File: src/rtl/mul_div_unit.sv
// rtl/mul_div_unit.sv - iterative 32-cycle multiply/divide unit with HI/LO registers
module mul_div_unit (
  input  logic        clk,
  input  logic        rst_n,
  input  logic        start,
  input  logic [1:0]  func,
  input  logic [31:0] A,
  input  logic [31:0] B,
  input  logic        mthi,
  input  logic        mtlo,
  output logic        busy,
  output logic        done,
  output logic [31:0] hi,
  output logic [31:0] lo
);

  typedef enum logic {S_IDLE, S_RUN} state_e;

  state_e      state_q, state_d;
  logic [4:0]  cnt_q, cnt_d;
  logic        is_div_q, is_div_d;
  logic        neg_q, neg_d;
  logic        rneg_q, rneg_d;
  logic [31:0] mcand_q, mcand_d;
  logic [63:0] acc_q, acc_d;
  logic [31:0] hi_q, hi_d;
  logic [31:0] lo_q, lo_d;
  logic        done_q, done_d;

  logic        signed_op;
  logic [31:0] mag_a, mag_b;
  logic [32:0] mul_sum;
  logic [32:0] div_tmp, div_diff;
  logic        div_ge;
  logic [63:0] acc_step, prod_fix;
  logic [31:0] quo_fix, rem_fix;

  assign signed_op = ~func[0];
  assign mag_a     = (signed_op && A[31]) ? (~A + 32'd1) : A;
  assign mag_b     = (signed_op && B[31]) ? (~B + 32'd1) : B;

  // acc holds {partial product, multiplier} for mult and {remainder, dividend/quotient} for div
  always_comb begin
    mul_sum  = {1'b0, acc_q[63:32]} + (acc_q[0] ? {1'b0, mcand_q} : 33'd0);
    div_tmp  = {acc_q[63:32], acc_q[31]};
    div_ge   = (div_tmp >= {1'b0, mcand_q});
    div_diff = div_tmp - {1'b0, mcand_q};
    if (is_div_q) begin
      acc_step = {(div_ge ? div_diff[31:0] : div_tmp[31:0]), acc_q[30:0], div_ge};
    end else begin
      acc_step = {mul_sum, acc_q[31:1]};
    end
    prod_fix = neg_q  ? (~acc_step + 64'd1) : acc_step;
    quo_fix  = neg_q  ? (~acc_step[31:0] + 32'd1) : acc_step[31:0];
    rem_fix  = rneg_q ? (~acc_step[63:32] + 32'd1) : acc_step[63:32];
  end

  always_comb begin
    state_d  = state_q;
    cnt_d    = cnt_q;
    is_div_d = is_div_q;
    neg_d    = neg_q;
    rneg_d   = rneg_q;
    mcand_d  = mcand_q;
    acc_d    = acc_q;
    hi_d     = hi_q;
    lo_d     = lo_q;
    done_d   = 1'b0;
    case (state_q)
      S_IDLE: begin
        if (start) begin
          state_d  = S_RUN;
          cnt_d    = 5'd0;
          is_div_d = func[1];
          // div by zero keeps the all-ones quotient un-negated
          neg_d    = signed_op && (A[31] ^ B[31]) && (!func[1] || (B != 32'd0));
          rneg_d   = signed_op && A[31] && func[1];
          mcand_d  = func[1] ? mag_b : mag_a;
          acc_d    = {32'd0, (func[1] ? mag_a : mag_b)};
        end else begin
          if (mthi) hi_d = A;
          if (mtlo) lo_d = A;
        end
      end
      S_RUN: begin
        acc_d = acc_step;
        cnt_d = cnt_q + 5'd1;
        if (cnt_q == 5'd31) begin
          state_d = S_IDLE;
          done_d  = 1'b1;
          if (is_div_q) begin
            hi_d = rem_fix;
            lo_d = quo_fix;
          end else begin
            hi_d = prod_fix[63:32];
            lo_d = prod_fix[31:0];
          end
        end
      end
      default: state_d = S_IDLE;
    endcase
  end

  always_ff @(posedge clk or negedge rst_n) begin
    if (!rst_n) begin
      state_q  <= S_IDLE;
      cnt_q    <= 5'd0;
      is_div_q <= 1'b0;
      neg_q    <= 1'b0;
      rneg_q   <= 1'b0;
      mcand_q  <= 32'd0;
      acc_q    <= 64'd0;
      hi_q     <= 32'd0;
      lo_q     <= 32'd0;
      done_q   <= 1'b0;
    end else begin
      state_q  <= state_d;
      cnt_q    <= cnt_d;
      is_div_q <= is_div_d;
      neg_q    <= neg_d;
      rneg_q   <= rneg_d;
      mcand_q  <= mcand_d;
      acc_q    <= acc_d;
      hi_q     <= hi_d;
      lo_q     <= lo_d;
      done_q   <= done_d;
    end
  end

  assign busy = (state_q == S_RUN);
  assign done = done_q;
  assign hi   = hi_q;
  assign lo   = lo_q;

endmodule

File: config.mk
export PLATFORM = sky130hd
export DESIGN_NAME = mul_div_unit
export DESIGN_NICKNAME = d
export VERILOG_FILES = /design/src/rtl/mul_div_unit.sv
export SDC_FILE = /design/constraint.sdc
export NUM_CORES = 1
export LEC_CHECK = 0
export BUFFER_PORTS_ARGS = -buffer_cell sky130_fd_sc_hd__buf_2
export CAP_MARGIN = 30
export CORE_AREA = 4 4 230 187
export CTS_CLUSTER_SIZE = 25
export DETAILED_ROUTE_END_ITERATION = 7
export DIE_AREA = 0 0 234 191
export PLACE_DENSITY = 0.59
export SYNTH_ARGS = -nofsm -noshare
export SYNTH_HDL_FRONTEND = slang
export SYNTH_SLANG_ARGS = --single-unit
File: constraint.sdc
create_clock -name clk -period 6.1 [get_ports clk]
set_clock_uncertainty 0.15 [all_clocks]
set_input_delay 1.83 -clock clk [delete_from_list [all_inputs] [get_ports clk]]
set_output_delay 1.83 -clock clk [all_outputs]
set_load 0.01 [all_outputs]
==> flow_summary.yaml <==
pwr:
  p_leak_uw: 0.007675
  ir_worst_vdd_v: 0.0002614
  powerDensity_mw_per_mm2: 737.6
clocking:
  tritoncts_clock_tree: "yes"
  numCtsBuffers: 17
  clkLatencyLatePin_ps: 460
  worst_setup_hold_path_clk_slew_ps: 70
  cts_setup_buffers: 0
  cts_hold_buf: 0
  cts_sinks: 170
  h-tree-depth: 4
  cts-root-to-sink-buffers: 2
  root_buffer_master: "clkbuf_16"
timing:
  max_slew.worst_pin.slew_ps: 1020
  post-route-worst-setup-slack_ps: 306.1
  grt_setup_unrepaired: "false"
  timing.fmax_mhz: 172.6
  fin_tns_setup_ps: 0
  timing.max_slew.rel_slack_pct: 31.98
  hold_viol_final: 0
  maxSlewViolCount: 0
  final.period_utilization_pct: 94.98
  finalCriticalPeriod_ps: 5794
  report.final.setup_viol: 0
synthesis:
  synth_seq_cells: 170
  avgSynthCellArea_sq_um: 7.699
  synth_enable_flop_cells: 0
  synthesized_instance_count: 2095
  yosys_most_used_dff: "dfrtp_1"
  share_of_synthesized_area_occupied_by_flip_flops_and_latches_pct: 26.37
  synth_cell_type_count: 98
  ys_warn_count: 0
  synth_top_area_cell: "dfrtp_1"
  postSynth.asyncResetShare_pct: 100.0
  ys_top_cells_by_area: "dfrtp_1, a21oi_1, nand2_1"
  mappedNetlistNets: 2238
  synth_area_sq_mm: 0.01613
  synth_top_cells_by_count: "nand2_1, a21oi_1, nor2_1"
  post-synth-top-count-cell: "nand2_1"
  post-synth-top-area-fraction_pct: 26.37
critical_path:
  critical_path.max_stage_delay_ps: 450
  cp_data_arrival_time_ps: 5980
  type_of_the_setup_path_with_the_least_slack: "flip-flop to flip-flop"
  worstPathCellList: "ha_1 -> a21oi_1 -> o21a_1 -> o311ai_2 -> o31a_2 -> nor3_4 -> a21oi_1 -> inv_1 -> ha_1 -> nor3b_2 -> o211ai_1 -> or2_1 -> nor2_1 -> and2_1 -> nand3b_1 -> or3_1 -> or3_1 -> nor3_2 -> a21oi_1 -> or3_1 -> a311oi_1 -> nor2_1"
  critPathRequiredTime_ps: 6290
  path_max_fanout: 6
  timing.critical_path.to_type: "flip-flop"
  critical-path-slowest-cell: "or3_1"
  timing.critical_path.from_type: "flip-flop"
placed_design:
  pre_cts_slack_ps: 241.2
  place_hpwl_mm: 51.40
  gpl.final_weighted_congestion: 1.009
  postPlaceCellArea_sq_mm: 0.01738
  place.port_buffers: 136
routing:
  drt_pre_antenna_iters: 6
  detail_route.wirelength_mm: 66.27
  via_per_inst: 6.153
  routed_wire_length_per_instance_um: 24.26
  detail-route-antenna-nets: 0
  drtIter0Drc: 2078
  post-route-drc-count: 0
  route.vias.total: 16800
die:
  io-pin-count: 137
  die_h_um: 191
  design.core.area_sq_mm: 0.04055
  rows: 66
  start_util_pct: 39.78
  design.die.area_sq_mm: 0.04469
  fp.dieW_um: 234
global_routing:
  number_of_global_route_vias_before_repair: 15820
  grt_pass1_wl_mm: 99.22
  grt_remaining_overflow: 0
  antenna_found_initial: 4
  pin_count_of_the_biggest_net_entering_global_routing: 110
  groute.usage.overall_pct: 29.04
hold_path:
  hp-class: "flip-flop to flip-flop"
cells_and_area:
  layout.cell_area.non_filler_sq_mm: 0.01795
  antenna_cells_inserted: 0
  final_nets: 2317
  final_layout_size_suffix_gt1_share_pct: 12.67
  syn2layout_area_growth_pct: 11.28
job:
  timing.max_cap.violations: 0
run_status:
  run_status: "complete, no violations"
## metal layers
metal / share of wire (%) / global-route usage (%) / vias up
met3: 8.9 / 5.855 / 82
met2: 43 / 43.84 / 799
li1: - / - / 7720
met1: 46 / 42.87 / 8202
met5: 0 / 0 / -
met4: 2.0 / 6.167 / 0
## cells in the final DEF (no fill, tap or decap), types with 7 or more instances in the layout
master     Yosys  final
a211o_1       11     11
a211oi_1      34     34
a21boi_0      21     21
a21o_1        42     42
a21oi_1      223    222
a221oi_1       7      7
a31oi_1       28     28
and2_1        44     44
and3_1        17     17
buf_2         17    134
buf_4          0     50
clkbuf_16      0     17
dfrtp_1      170    168
ha_1          70     70
inv_1         68     67
mux2i_1       67     67
nand2_1      251    249
nand2b_1      13     13
nand3_1       32     32
nand4_1       26     26
nor2_1       189    189
nor2b_1       22     22
nor3_1        47     46
nor4_1        14     14
o211ai_1      22     22
o21a_1        15     15
o21ai_0      155    155
o21ai_1        9      9
o21bai_1       9      9
o22ai_1       16     16
o31ai_1       31     31
or3_1         32     32
xnor2_1       72     72
xor2_1        86     86
## what timing repair did
action	in CTS	in global routing
hold endpoints to repair	0	0
setup endpoints to repair	0	3
gates resized for setup	0	3
## report_power, final
part           total (uW)  internal [uW]  leakage, uW  switching (uW)
sequential           2250           1690      0.00197             558
combinational        9880           3660      0.00544            6210
clock                1110            541     0.000263             571
total               13200           5900      0.00767            7340
## worst max-delay path: cells and delay by family (launching register included)
kind / cells / cell delay (ps)
AOI/OAI and AO/OA: 8 / 1730
adders and majority gates: 2 / 550
buffers and inverters: 1 / 80
DFF: 1 / 430
and+or+nand+nor: 11 / 2710
## cell families (layout without fill, tap and decap cells)
kind of cell / Yosys count / count (layout) / synth area share, %
AND/OR/NAND/NOR: 728 / 728 / 21.60
adder cells (fa/ha/maj): 72 / 72 / 5.678
XOR/XNOR: 158 / 158 / 8.580
multiplexers: 76 / 76 / 4.996
AO/OA/AOI/OAI: 695 / 695 / 27.82
buffers and inverters: 196 / 288 / 4.949
flip-flops: 170 / 170 / 26.37
## path summary, 6_finish.rpt
check	start	endpoint	cells past startpoint	slack, ps
min in group asynchronous	rst_n	acc_q[49]	1	1300
setup reg to reg	acc_q[37]	hi[20]	22	310
setup / recovery	acc_q[37]	hi[20]	22	310
hold / removal	hi[0]	hi[0]	2	330
hold reg to reg	hi[0]	hi[0]	2	330
max in group asynchronous	rst_n	lo[5]	2	3450
## flip-flops by register name, summed over array words and instances (netlist names)
signal and count:
acc_q 64, hi 32, lo 32, mcand_q 32, cnt_q 5, busy 1, done 1, is_div_q 1
neg_q 1, rneg_q 1
## final cells by class
| class | instances | area [sq um] |
|---|---|---|
| Fill cell | 4168 | 22600 |
| Multi-Input combinational cell | 1729 | 11120 |
| Sequential cell | 170 | 4262 |
| Timing Repair Buffer | 186 | 1069 |
| Tap cell | 544 | 680.7 |
| Clock buffer | 18 | 429.2 |
| Inverter | 70 | 262.8 |
| Clock inverter | 14 | 127.6 |
## per-stage QoR
stage                     utilization [%]  total power, uW  cells  hold WS (ps)
after floorplan                         -             8736   2095         313.9
after global placement              42.83            11810   2698         313.2
after detailed placement            42.85            11860   2699         314.1
after CTS                           44.23            13020   2731         330.8
after global routing                44.27            14090   2731         352.1
final                               44.27            13240   2731         328.9
Power figures use the tool's default switching activity.
